$ cat config.mk
export PLATFORM = sky130hd
export DESIGN_NAME = serial_subtractor_flat
export DESIGN_NICKNAME = d
export VERILOG_FILES = /design/src/rtl/serial_subtractor_if.sv /design/src/rtl/serial_subtractor.sv /design/src/flat_wrapper.sv
export SDC_FILE = /design/constraint.sdc
export NUM_CORES = 1
export LEC_CHECK = 0
export BUFFER_PORTS_ARGS = -buffer_cell sky130_fd_sc_hd__clkbuf_2
export CAP_MARGIN = 20
export CORE_MARGIN = 2
export CORE_UTILIZATION = 44
export CTS_CLUSTER_DIAMETER = 60
export CTS_CLUSTER_SIZE = 10
export DETAILED_ROUTE_END_ITERATION = 6
export GPL_TIMING_DRIVEN = 0
export PLACE_DENSITY = 0.71
export SETUP_SLACK_MARGIN = 0.05
export SKIP_LAST_GASP = 1
export SLEW_MARGIN = 20
export SYNTH_ARGS = -nofsm -noshare
export SYNTH_HDL_FRONTEND = slang
export SYNTH_SLANG_ARGS = --single-unit
$ cat constraint.sdc
create_clock -name clk -period 1.1 [get_ports clk]
set_input_delay 0.11 -clock clk [delete_from_list [all_inputs] [get_ports clk]]
set_output_delay 0.11 -clock clk [all_outputs]
set_load 0.02 [all_outputs]
$ cat src/rtl/serial_subtractor_if.sv
// Operand/result handshake bundle for the bit-serial subtractor.
// The slave modport is the subtractor itself, and the master modport is whoever feeds it.
interface serial_subtractor_if #(
    parameter int WIDTH = 3
);
    logic             in_valid;
    logic             in_ready;
    logic [WIDTH-1:0] a;
    logic [WIDTH-1:0] b;
    logic             bin;
    logic             out_valid;
    logic             out_ready;
    logic [WIDTH-1:0] diff;
    logic             bout;
    logic             busy;

    modport master (
        output in_valid, a, b, bin, out_ready,
        input  in_ready, out_valid, diff, bout, busy
    );

    modport slave (
        input  in_valid, a, b, bin, out_ready,
        output in_ready, out_valid, diff, bout, busy
    );
endinterface

$ cat src/rtl/serial_subtractor.sv
// Bit-serial subtractor diff = a - b - bin, one bit per clock, LSB first.
// Latency: out_valid rises WIDTH edges after the acceptance edge; one op per WIDTH+2 cycles.
// Backpressure: the result holds in DONE until out_ready; operands are accepted only in IDLE.
module serial_subtractor #(
    parameter  int WIDTH = 3,
    localparam int CNT_W = $clog2(WIDTH + 1)
) (
    input  logic             clk,
    input  logic             rst_n,
    serial_subtractor_if.slave io
);
    typedef enum logic [1:0] {
        IDLE = 2'd0,
        RUN  = 2'd1,
        DONE = 2'd2
    } state_t;

    state_t           state;
    state_t           state_nxt;
    logic [WIDTH-1:0] a_sh;
    logic [WIDTH-1:0] b_sh;
    logic [WIDTH-1:0] diff_r;
    logic [WIDTH-1:0] diff_shift;
    logic [CNT_W-1:0] cnt;
    logic             br;
    logic             br_nxt;
    logic             bout_r;
    logic             d;
    logic             last;

    // Single full-subtractor cell working on the current LSBs.
    assign d      = a_sh[0] ^ b_sh[0] ^ br;
    assign br_nxt = (~a_sh[0] & b_sh[0]) | (~(a_sh[0] ^ b_sh[0]) & br);
    assign last   = (cnt == CNT_W'(WIDTH - 1));

    always_comb begin
        diff_shift            = diff_r >> 1;
        diff_shift[WIDTH-1]   = d;
    end

    always_ff @(posedge clk) begin
        if (!rst_n) begin
            state <= IDLE;
        end else begin
            state <= state_nxt;
        end
    end

    always_comb begin
        state_nxt = state;
        unique case (state)
            IDLE:    if (io.in_valid)  state_nxt = RUN;
            RUN:     if (last)         state_nxt = DONE;
            DONE:    if (io.out_ready) state_nxt = IDLE;
            default: state_nxt = IDLE;
        endcase
    end

    always_ff @(posedge clk) begin
        if (!rst_n) begin
            a_sh   <= '0;
            b_sh   <= '0;
            br     <= 1'b0;
            cnt    <= '0;
            diff_r <= '0;
            bout_r <= 1'b0;
        end else begin
            case (state)
                IDLE: begin
                    if (io.in_valid) begin
                        a_sh   <= io.a;
                        b_sh   <= io.b;
                        br     <= io.bin;
                        cnt    <= '0;
                        diff_r <= '0;
                    end
                end
                RUN: begin
                    a_sh   <= a_sh >> 1;
                    b_sh   <= b_sh >> 1;
                    br     <= br_nxt;
                    diff_r <= diff_shift;
                    cnt    <= cnt + CNT_W'(1);
                    // The borrow out of the MSB cell is the final borrow-out.
                    if (last) bout_r <= br_nxt;
                end
                default: ;
            endcase
        end
    end

    assign io.in_ready  = (state == IDLE);
    assign io.out_valid = (state == DONE);
    assign io.busy      = (state == RUN);
    assign io.diff      = diff_r;
    assign io.bout      = bout_r;
endmodule

$ cat src/flat_wrapper.sv
// flat-port wrapper written by rule: the top's interface ports become plain ports
module serial_subtractor_flat 
#(
    parameter  int WIDTH = 3,
    localparam int CNT_W = $clog2(WIDTH + 1)
)
  (clk, rst_n, io_in_valid, io_a, io_b, io_bin, io_out_ready, io_in_ready, io_out_valid, io_diff, io_bout, io_busy);
  serial_subtractor_if #(.WIDTH(WIDTH)) io_i ();
  input  logic clk;
  input  logic rst_n;
  input wire logic [$bits(io_i.in_valid)-1:0] io_in_valid;
  input wire logic [$bits(io_i.a)-1:0] io_a;
  input wire logic [$bits(io_i.b)-1:0] io_b;
  input wire logic [$bits(io_i.bin)-1:0] io_bin;
  input wire logic [$bits(io_i.out_ready)-1:0] io_out_ready;
  output wire logic [$bits(io_i.in_ready)-1:0] io_in_ready;
  output wire logic [$bits(io_i.out_valid)-1:0] io_out_valid;
  output wire logic [$bits(io_i.diff)-1:0] io_diff;
  output wire logic [$bits(io_i.bout)-1:0] io_bout;
  output wire logic [$bits(io_i.busy)-1:0] io_busy;
  assign io_i.in_valid = io_in_valid;
  assign io_i.a = io_a;
  assign io_i.b = io_b;
  assign io_i.bin = io_bin;
  assign io_i.out_ready = io_out_ready;
  assign io_in_ready = io_i.in_ready;
  assign io_out_valid = io_i.out_valid;
  assign io_diff = io_i.diff;
  assign io_bout = io_i.bout;
  assign io_busy = io_i.busy;
  serial_subtractor #(.WIDTH(WIDTH)) u_core (.clk(clk), .rst_n(rst_n), .io(io_i));
endmodule
* Yosys cells after proc, flatten, opt, wreduce, memory -nomap -nowiden
Index checks and enable logic that the tools add are counted.
Word-level totals: register bits 15, memory bits (writable) 0, output and inout bits 7, logic and storage cells 40, latch bits 0, ROM bits 0, memories 0, input port bits 11
Operators by class: magnitude comparators 0, bitwise gates (word level) 7, multiplexer cells 14, reductions and logical operators 5, add/sub/neg operators 1, multiply operators 0, div/mod/pow operators 0, eq/ne operators 6, shift operators 0
Operator list (count):
- case mux 3 bit (2 select lines) | 3
- 2-to-1 mux 3 bit | 3
- 2-to-1 mux 2 bit | 4
- case mux 2 bit (3 select lines) | 1
- == test 2 bit (second input constant) | 2
- inequality test 2 bit (second input constant) | 2
- case mux 2 bit (2 select lines) | 1
- AND reduction 2 bit | 2
- AND reduction 3 bit | 1
- adder 2 x 1 -> 2 bit (second input constant) | 1
- bitwise AND 1 bit | 2
- == test 2 x 1 -> 1 bit (second input constant) | 1
- zero test 2 bit | 1
- inequality test 2 x 1 -> 1 bit (second input constant) | 1
- NOT 1 bit | 2
- case mux 1 bit (2 select lines) | 1
- nonzero test 2 bit | 1
- XOR 1 bit | 2
- 2-to-1 mux 1 bit | 1
- OR 1 bit | 1

* Longest topological paths before layout
Gate-level depths: netlist (run 1).
depth in word-level cells 5, gate-level depth with buffers 5, depth with buffers taken out 5

* Worst setup path after synthesis (run 1)
No wires, ideal clock.
path type reg2reg, start register u_core.br, end register u_core.diff_r[2] (netlist: u_core.io.diff[2]), setup time 0.119 ns, path slack -0.055 ns, stages on the path, launching flop included 5, clock period less this slack 1.155 ns, data required time 0.981 ns, data arrival time 1.036 ns, buffers on the path 0, path through dfxtp_1 > inv_1 > fa_1 > a22oi_1 > nor2_1
On the way: cells in the longest elaborated chain, start to end 2
RTL lines:
- start, declared | RTL line serial_subtractor.sv:25 | logic br;
- start signal, assigned | RTL line serial_subtractor.sv:73 | br <= io.bin;
- start signal, assigned | RTL line serial_subtractor.sv:81 | br <= br_nxt;
- XOR 1 bit | RTL line serial_subtractor.sv:32 | assign d = a_sh[0] ^ b_sh[0] ^ br;
- case mux 3 bit (2 select lines) | RTL line serial_subtractor.sv:68 | case (state)
- end signal, assigned | RTL line serial_subtractor.sv:82 | diff_r <= diff_shift;
- end, declared | RTL line serial_subtractor.sv:22 | logic [WIDTH-1:0] diff_r;
Every way passes these cells. A chain may end at the register's enable or synchronous reset.

* Worst setup path after layout (run 1)
start register u_core.b_sh[0], end register u_core.diff_r[2] (netlist: u_core.io.diff[2])
On the way: cells in the longest elaborated chain, start to end 3
RTL lines:
- start, declared | RTL line serial_subtractor.sv:21 | logic [WIDTH-1:0] b_sh;
- start signal, assigned | RTL line serial_subtractor.sv:72 | b_sh <= io.b;
- start signal, assigned | RTL line serial_subtractor.sv:80 | b_sh <= b_sh >> 1;
- XOR 1 bit (2 in series) | RTL line serial_subtractor.sv:32
- case mux 3 bit (2 select lines) | RTL line serial_subtractor.sv:68
Every way passes these cells.

==> flow_summary.toml, run 1 <==
[synthesis]
yosys.cell_types.count = 26
ys_seq_area_share_pct = 43.24
netlist_area_sq_um = 694.4
avgSynthCellArea_sq_um = 9.384
ys_warn_count = 0
synthCells = 74
yosys_register_bits = 15
syn-num-nets = 87

[layout]
layout-drive-gt1-share_pct = 54.90
post-route-cell-area_sq_um = 1015
antennaDiodeCount = 0
nets = 116
fin_util_pct = 68.15
fillerInstances = 117
area_delta_synth_final_pct = 46.13

[placed_design]
dpl_cell_area_sq_um = 808.3
gp_congestion = 0.7931
port_buffers = 16
dp.final_hpwl_mm = 1.048

[critical_path]
r2r_cells = 4
worst_setup_path_start_kind = "flop"
crit_path_end_kind = "flop"
crit_path_max_fanout = 2
r2r-end = "u_core.io.diff[2]"
arrival_ns = 1.36
timing.rr.start = "u_core.b_sh[0]"
cp.required_ns = 1.32
worstSetupPathType = "flop to flop"
ff2ff_setup_slack_ns = -0.04

[outcome]
violations = "setup timing"
status = "complete, but fails checks"

[power]
powerDensity_nw_per_um2 = 1226
switching_share_pct = 28.97
switchingPower_mw = 0.3603
p_leak_nw = 0.3999
power_frac_clock_pct = 25.2
seqPwrFrac_pct = 48.6
ir_worst_vdd_uv = 669.3
combPwrFrac_pct = 26.2
p_int_mw = 0.8832

[global_routing]
grt_pass1_wl_mm = 2.780
grt_pass1_vias = 676
overflow = 0
grt_antenna_before_repair = 0
track_usage_pct = 20.26
grt_start_max_net_pins = 11

[sta]
hold_viol_final = 0
worst_slew_pin_slew_ns = 0.3042
post-route-period-util_pct = 103.6
relSlewSlack_pct = 79.59
period_minus_slack_ns = 1.140
rsz0062_at_grt = "true"
fin_worst_skew_ns = 0.003544
slew_viol_final = 0
setup_slack_ns = -0.03963
finalSetupViolCount = 6
fmax_mhz = 877.5

[cts]
insertion_delay_ns = 0.28
clk_path_buf_depth = 2
root_buffer = "clkbuf_4"
cts_buffers = 3
numClockSinks = 15
ctsHoldBuffers = 0
cts_tree = "yes"
h-tree-depth = 1
clkTransAtPathRegs_ns = 0.08

[routing]
drtAntennaViolNets = 0
num_vias = 681
routed_via_density = 5.771
drt_wl_total_mm = 1.704
drt_iter0_markers = 9
drc = 0
firstDrtPassIters = 5
wl_per_cell_um = 14.44

[die]
ios = 18
core-area_sq_um = 1489
initial_core_util_pct = 46.64
rows = 14
die_w_um = 43.73
dieArea_sq_um = 1912
die_h_um = 43.73

[worst_hold_path]
hold_end = "u_core.b_sh[2]"
holdPathStages = 3
hold_path.class = "primary input to flop"
hp-start = "io_b[2]"

[run]
maxCapViolCount = 0
[timing repair]
action                     4_1_cts  5_1_grt
setup endpoints to repair       13       18
pin swaps                        7        7
gates resized for setup         15       17
setup buffers                    8        1
[state kept, by name, summed over array words and instances (netlist names)]
register        count
u_core.io.bout      1
u_core.state        2
u_core.b_sh         3
u_core.cnt          2
u_core.br           1
u_core.io.diff      3
u_core.a_sh         3
[power groups by stage]
stage,combinational [mW],sequential [mW],clock (mW)
after floorplan,0.161,0.615,0
after global placement,0.219,0.613,0
after detailed placement,0.226,0.615,0
after CTS,0.281,0.602,0.316
after global routing,0.354,0.608,0.351
final,0.326,0.605,0.313
[cell usage after synthesis, drive strengths merged]
cell / n / area [sq um]
a211oi: 3 / 22.52
a21oi: 6 / 33.78
a221oi: 1 / 8.760
a22oi: 4 / 30.03
a2bb2oi: 1 / 8.760
a311oi: 1 / 15.01
buf: 3 / 26.27
clkinv: 1 / 3.750
dfxtp: 15 / 300.3
fa: 1 / 20.02
ha: 1 / 12.51
inv: 8 / 35.04
nand2b: 2 / 20.02
nand4: 2 / 12.51
nor2: 8 / 30.03
nor2b: 2 / 12.51
nor3: 3 / 15.01
o21ai: 6 / 30.03
o21bai: 1 / 18.77
o221ai: 2 / 17.52
o22ai: 2 / 12.51
or3b: 1 / 8.760
[layout by cell type, fill, tap and decap left out, types with 2 or more instances in the layout]
cell type,count
a211oi_1,3
buf_6,4
inv_2,2
nor3_1,2
a21oi_1,5
o21ai_0,6
clkbuf_4,3
a22oi_2,4
buf_8,3
nand4_1,2
nor2_1,6
dfxtp_1,10
o221ai_1,2
buf_4,6
o22ai_1,2
dfxtp_2,4
clkbuf_2,13
inv_1,4
[logic make-up after synthesis]
logic type / count (synthesis) / share of synthesized area [%]
AO/OA/AOI/OAI: 27 / 28.47
AND/OR/NAND/NOR: 18 / 14.23
flip-flops: 15 / 43.24
buffers and inverters: 12 / 9.369
adder cells (fa/ha/maj): 2 / 4.685
[how the worst max path moves through the flow]
stage	slack, ns	to	from	cells after the start
after global placement	-0.06	u_core.io.diff[2]	u_core.a_sh[0]	3
after floorplan	-0.02	u_core.io.diff[2]	u_core.b_sh[0]	4
after CTS	-0.05	u_core.io.diff[2]	u_core.b_sh[0]	4
after global routing	-0.10	u_core.io.diff[2]	u_core.b_sh[0]	4
after detailed placement	-0.08	u_core.io.diff[2]	u_core.a_sh[0]	3
final	-0.04	u_core.io.diff[2]	u_core.b_sh[0]	4
[per-layer routing]
layer / up-vias / GRT usage, % / wire length, um / share of wire (%)
met4: 0 / 14.55 / 52 / 3.1
met5: - / 0 / 0 / 0
met3: 8 / 3.750 / 77 / 4.5
li1: 327 / - / - / -
met2: 28 / 34.71 / 896 / 53
met1: 318 / 22.11 / 677 / 40
[worst max-delay path, stage by stage (launching register included)]
cell and delay, ns:
dfxtp_2 0.33, inv_2 0.04, fa_2 0.56, a22oi_2 0.06, nor2_1 0.08
[area by class of cell]
type,instances,area [sq um],share of cell area (%)
buffer,2,22.52,2.219
clock buffer,4,26.28,2.589
inverter,9,41.29,4.069
multi-input combinational,47,397.9,39.21
sequential,15,309.0,30.46
tap,16,20.02,1.973
timing repair buffer,25,197.7,19.48
[through the flow]
| stage | worst slack, ns | hold WS, ns | setup TNS [ns] | cells | power (mW) |
|---|---|---|---|---|---|
| 6_report | -0.03963 | 0.07421 | -0.1489 | 118 | 1.244 |
| 3_5_place_dp | -0.07610 | 0.3789 | -0.07610 | 106 | 0.8404 |
| 4_1_cts | -0.04943 | 0.07499 | -0.08898 | 117 | 1.199 |
| 2_1_floorplan | -0.02220 | 0.2461 | -0.02220 | 74 | 0.7763 |
| 3_3_place_gp | -0.06180 | 0.3748 | -0.06180 | 106 | 0.8324 |
| 5_1_grt | -0.1038 | 0.08477 | -0.5018 | 118 | 1.313 |
Power figures use the tool's default switching activity.
==> inputs of run 2 (changes only) <==
- ABC_AREA: unset -> 1
==> run 2 against run 1 <==
  * The flow still finishes with violations (setup timing)
  * Maximum frequency is 1.4% lower
  * Clock-buffer cell count is 1 lower
  * Core utilization is 0.25 points higher
  * Critical path type is now flop to output port
  * Largest cell class unchanged
==> flow_summary.toml, run 2 <==
[synthesis]
synthArstFlopShare_pct = 0
ys_top_cells_by_count = "nand2_1 (26), dfxtp_1 (15), nor2_1 (15)"
yosys.cell_types.count = 18
yosysMostFrequentCell = "nand2_1"
yosys_register_bits = 15
ys_warn_count = 0
yosys.area.top_type = "dfxtp_1"
synthCells = 96
ys_top_cells_by_area = "dfxtp_1 (44%), nand2_1 (14%), nor2_1 (8.2%)"
yosysTopAreaCellShare_pct = 43.88
syn-num-nets = 109
ys_seq_area_share_pct = 43.88
netlist_area_sq_um = 684.4
ys.flop_type = "dfxtp_1"
avgSynthCellArea_sq_um = 7.129
synth-edff-count = 0

[critical_path]
worst_setup_path_start_kind = "flop"
crit_slowest_cell = "dfxtp_4"
critPathMaxStageDelay_ns = 0.37
crit_path_max_fanout = 4
cp.required_ns = 0.99
crit_path_end_kind = "output port"
arrival_ns = 1.05
worstPathCellList = "buf_4 -> nor2_4 -> buf_8"
worstSetupPathType = "flop to output port"

[cts]
clk_path_buf_depth = 2
numClockSinks = 15
h-tree-depth = 1
cts_tree = "yes"
clkTransAtPathRegs_ns = 0.10
root_buffer = "clkbuf_4"
insertion_delay_ns = 0.29
ctsHoldBuffers = 0
cts_buffers = 3

[placed_design]
dpl_cell_area_sq_um = 795.8
gp_congestion = 0.7693
pre_cts_ws_ns = -0.1061
dp_cells = 129
port_buffers = 17
dp.final_hpwl_mm = 1.041

[power]
p_int_mw = 0.8446
ir_worst_vdd_uv = 718.6
power_mw = 1.210
switchingPower_mw = 0.3649
powerDensity_nw_per_um2 = 1188
power_frac_clock_pct = 26.6
switching_share_pct = 30.17
combPwrFrac_pct = 24.2
seqPwrFrac_pct = 49.2
p_leak_nw = 0.4691

[die]
rows = 14
die_h_um = 43.44
ios = 18
die_w_um = 43.44
core-area_sq_um = 1489
initial_core_util_pct = 45.97
dieArea_sq_um = 1887

[global_routing]
grt_pass1_vias = 666
grt_pass1_wl_mm = 2.718
grt_start_max_net_pins = 11
grt_antenna_before_repair = 0
track_usage_pct = 19.40
overflow = 0

[routing]
num_vias = 714
drt_wl_total_mm = 1.775
drt_iter0_markers = 20
routed_via_density = 5.064
wl_per_cell_um = 12.59
firstDrtPassIters = 4
drtAntennaViolNets = 0
drc = 0

[outcome]
status = "complete, but fails checks"
violations = "setup timing"

[sta]
hold_viol_final = 0
relSlewSlack_pct = 64.73
worst_slew_pin_slew_ns = 0.5291
period_minus_slack_ns = 1.156
setup_slack_ns = -0.05620
rsz0062_at_grt = "true"
whs_ns = 0.03518
slew_viol_final = 0
fin_worst_skew_ns = 0.01334
post-route-period-util_pct = 105.1
finalSetupViolCount = 4
fmax_mhz = 864.9

[layout]
area_delta_synth_final_pct = 48.81
mostFrequentLayoutCells = "nand2_1 (22), clkbuf_2 (14), nor2_1 (13), dfxtp_1 (9), inv_1 (7)"
antennaDiodeCount = 0
nets = 139
layout-drive-gt1-share_pct = 47.20
fin_cells = 141
layout_commonest_cell = "nand2_1"
post-route-cell-area_sq_um = 1018

[worst_hold_path]
hold_path.class = "primary input to flop"

[run]
maxCapViolCount = 0
[run 2: changes by cell type after synthesis, sizes merged, moves of 3 or more]
cell,before,now
nor2,8,16
a22oi,4,0
a211oi,3,0
o21ai,6,3
nor3,3,0
a21oi,6,9
inv,8,12
nand2,0,27
nand3,0,7
[run 2: metrics by stage]
stage	utilization, %	setup TNS, ns
after detailed placement	53.45	-0.1175
final	68.40	-0.1956
after CTS	62.27	-0.2762
after global routing	68.40	-0.5186
after floorplan	-	0
after global placement	53.45	-0.03243
[run 2: power by group through the flow]
stage / Clock (mW) / Combinational [mW] / Sequential [mW]
floorplan: 0 / 0.126 / 0.608
CTS: 0.330 / 0.243 / 0.593
global placement: 0 / 0.183 / 0.607
global route: 0.348 / 0.321 / 0.598
detailed placement: 0 / 0.187 / 0.608
finish: 0.322 / 0.293 / 0.595
[run 2: repair_timing]
item | in CTS | in global routing
buffers inserted | 6 | 1
gates resized for setup | 19 | 23
pin swaps | 3 | 11
endpoints found under the hold margin | 0 | 0
endpoints found under the setup margin | 11 | 18
cloned | 0 | 1
[run 2: routing by layer]
layer	up-vias	track usage, %	part of all wire (%)
li1	358	-	-
met1	326	21.30	42
met2	25	34.63	51
met3	5	2.917	4.7
met4	0	12.12	2.4
met5	-	0	0
[run 2: final timing paths]
check / startpoint / end / slack, ns / depth (start not counted)
setup / recovery: u_core.state[0] / io_out_valid / -0.06 / 3
hold / removal: io_b[2] / u_core.b_sh[2] / 0.04 / 3
setup reg to reg: u_core.a_sh[0] / u_core.io.diff[2] / -0.04 / 3
hold reg to reg: u_core.io.diff[0] / u_core.io.diff[0] / 0.47 / 2
[run 2: critical path, delay by kind of cell (launching register included)]
kind	cells	cell delay [ns]
DFF	1	0.37
buffers and inverters	2	0.27
and+or+nand+nor	1	0.11
[run 2: cells by family after synthesis]
kind of cell             share of synthesized area (%)
AND/OR/NAND/NOR                                  32.18
flip-flops                                       43.88
buffers and inverters                            8.774
AO/OA/AOI/OAI                                    10.42
adder cells (fa/ha/maj)                          4.753
[run 2: area by class of cell]
type                    instances  area (sq um)
fillers                       135         470.5
multi-input cells              67         411.6
flip-flops and latches         15         312.8
repair buffers                 25         183.9
inverters                      12         47.55
clock buffers                   3         22.52
well taps                      16         20.02
plain buffers                   2         15.01
clock inverters                 1         5.005
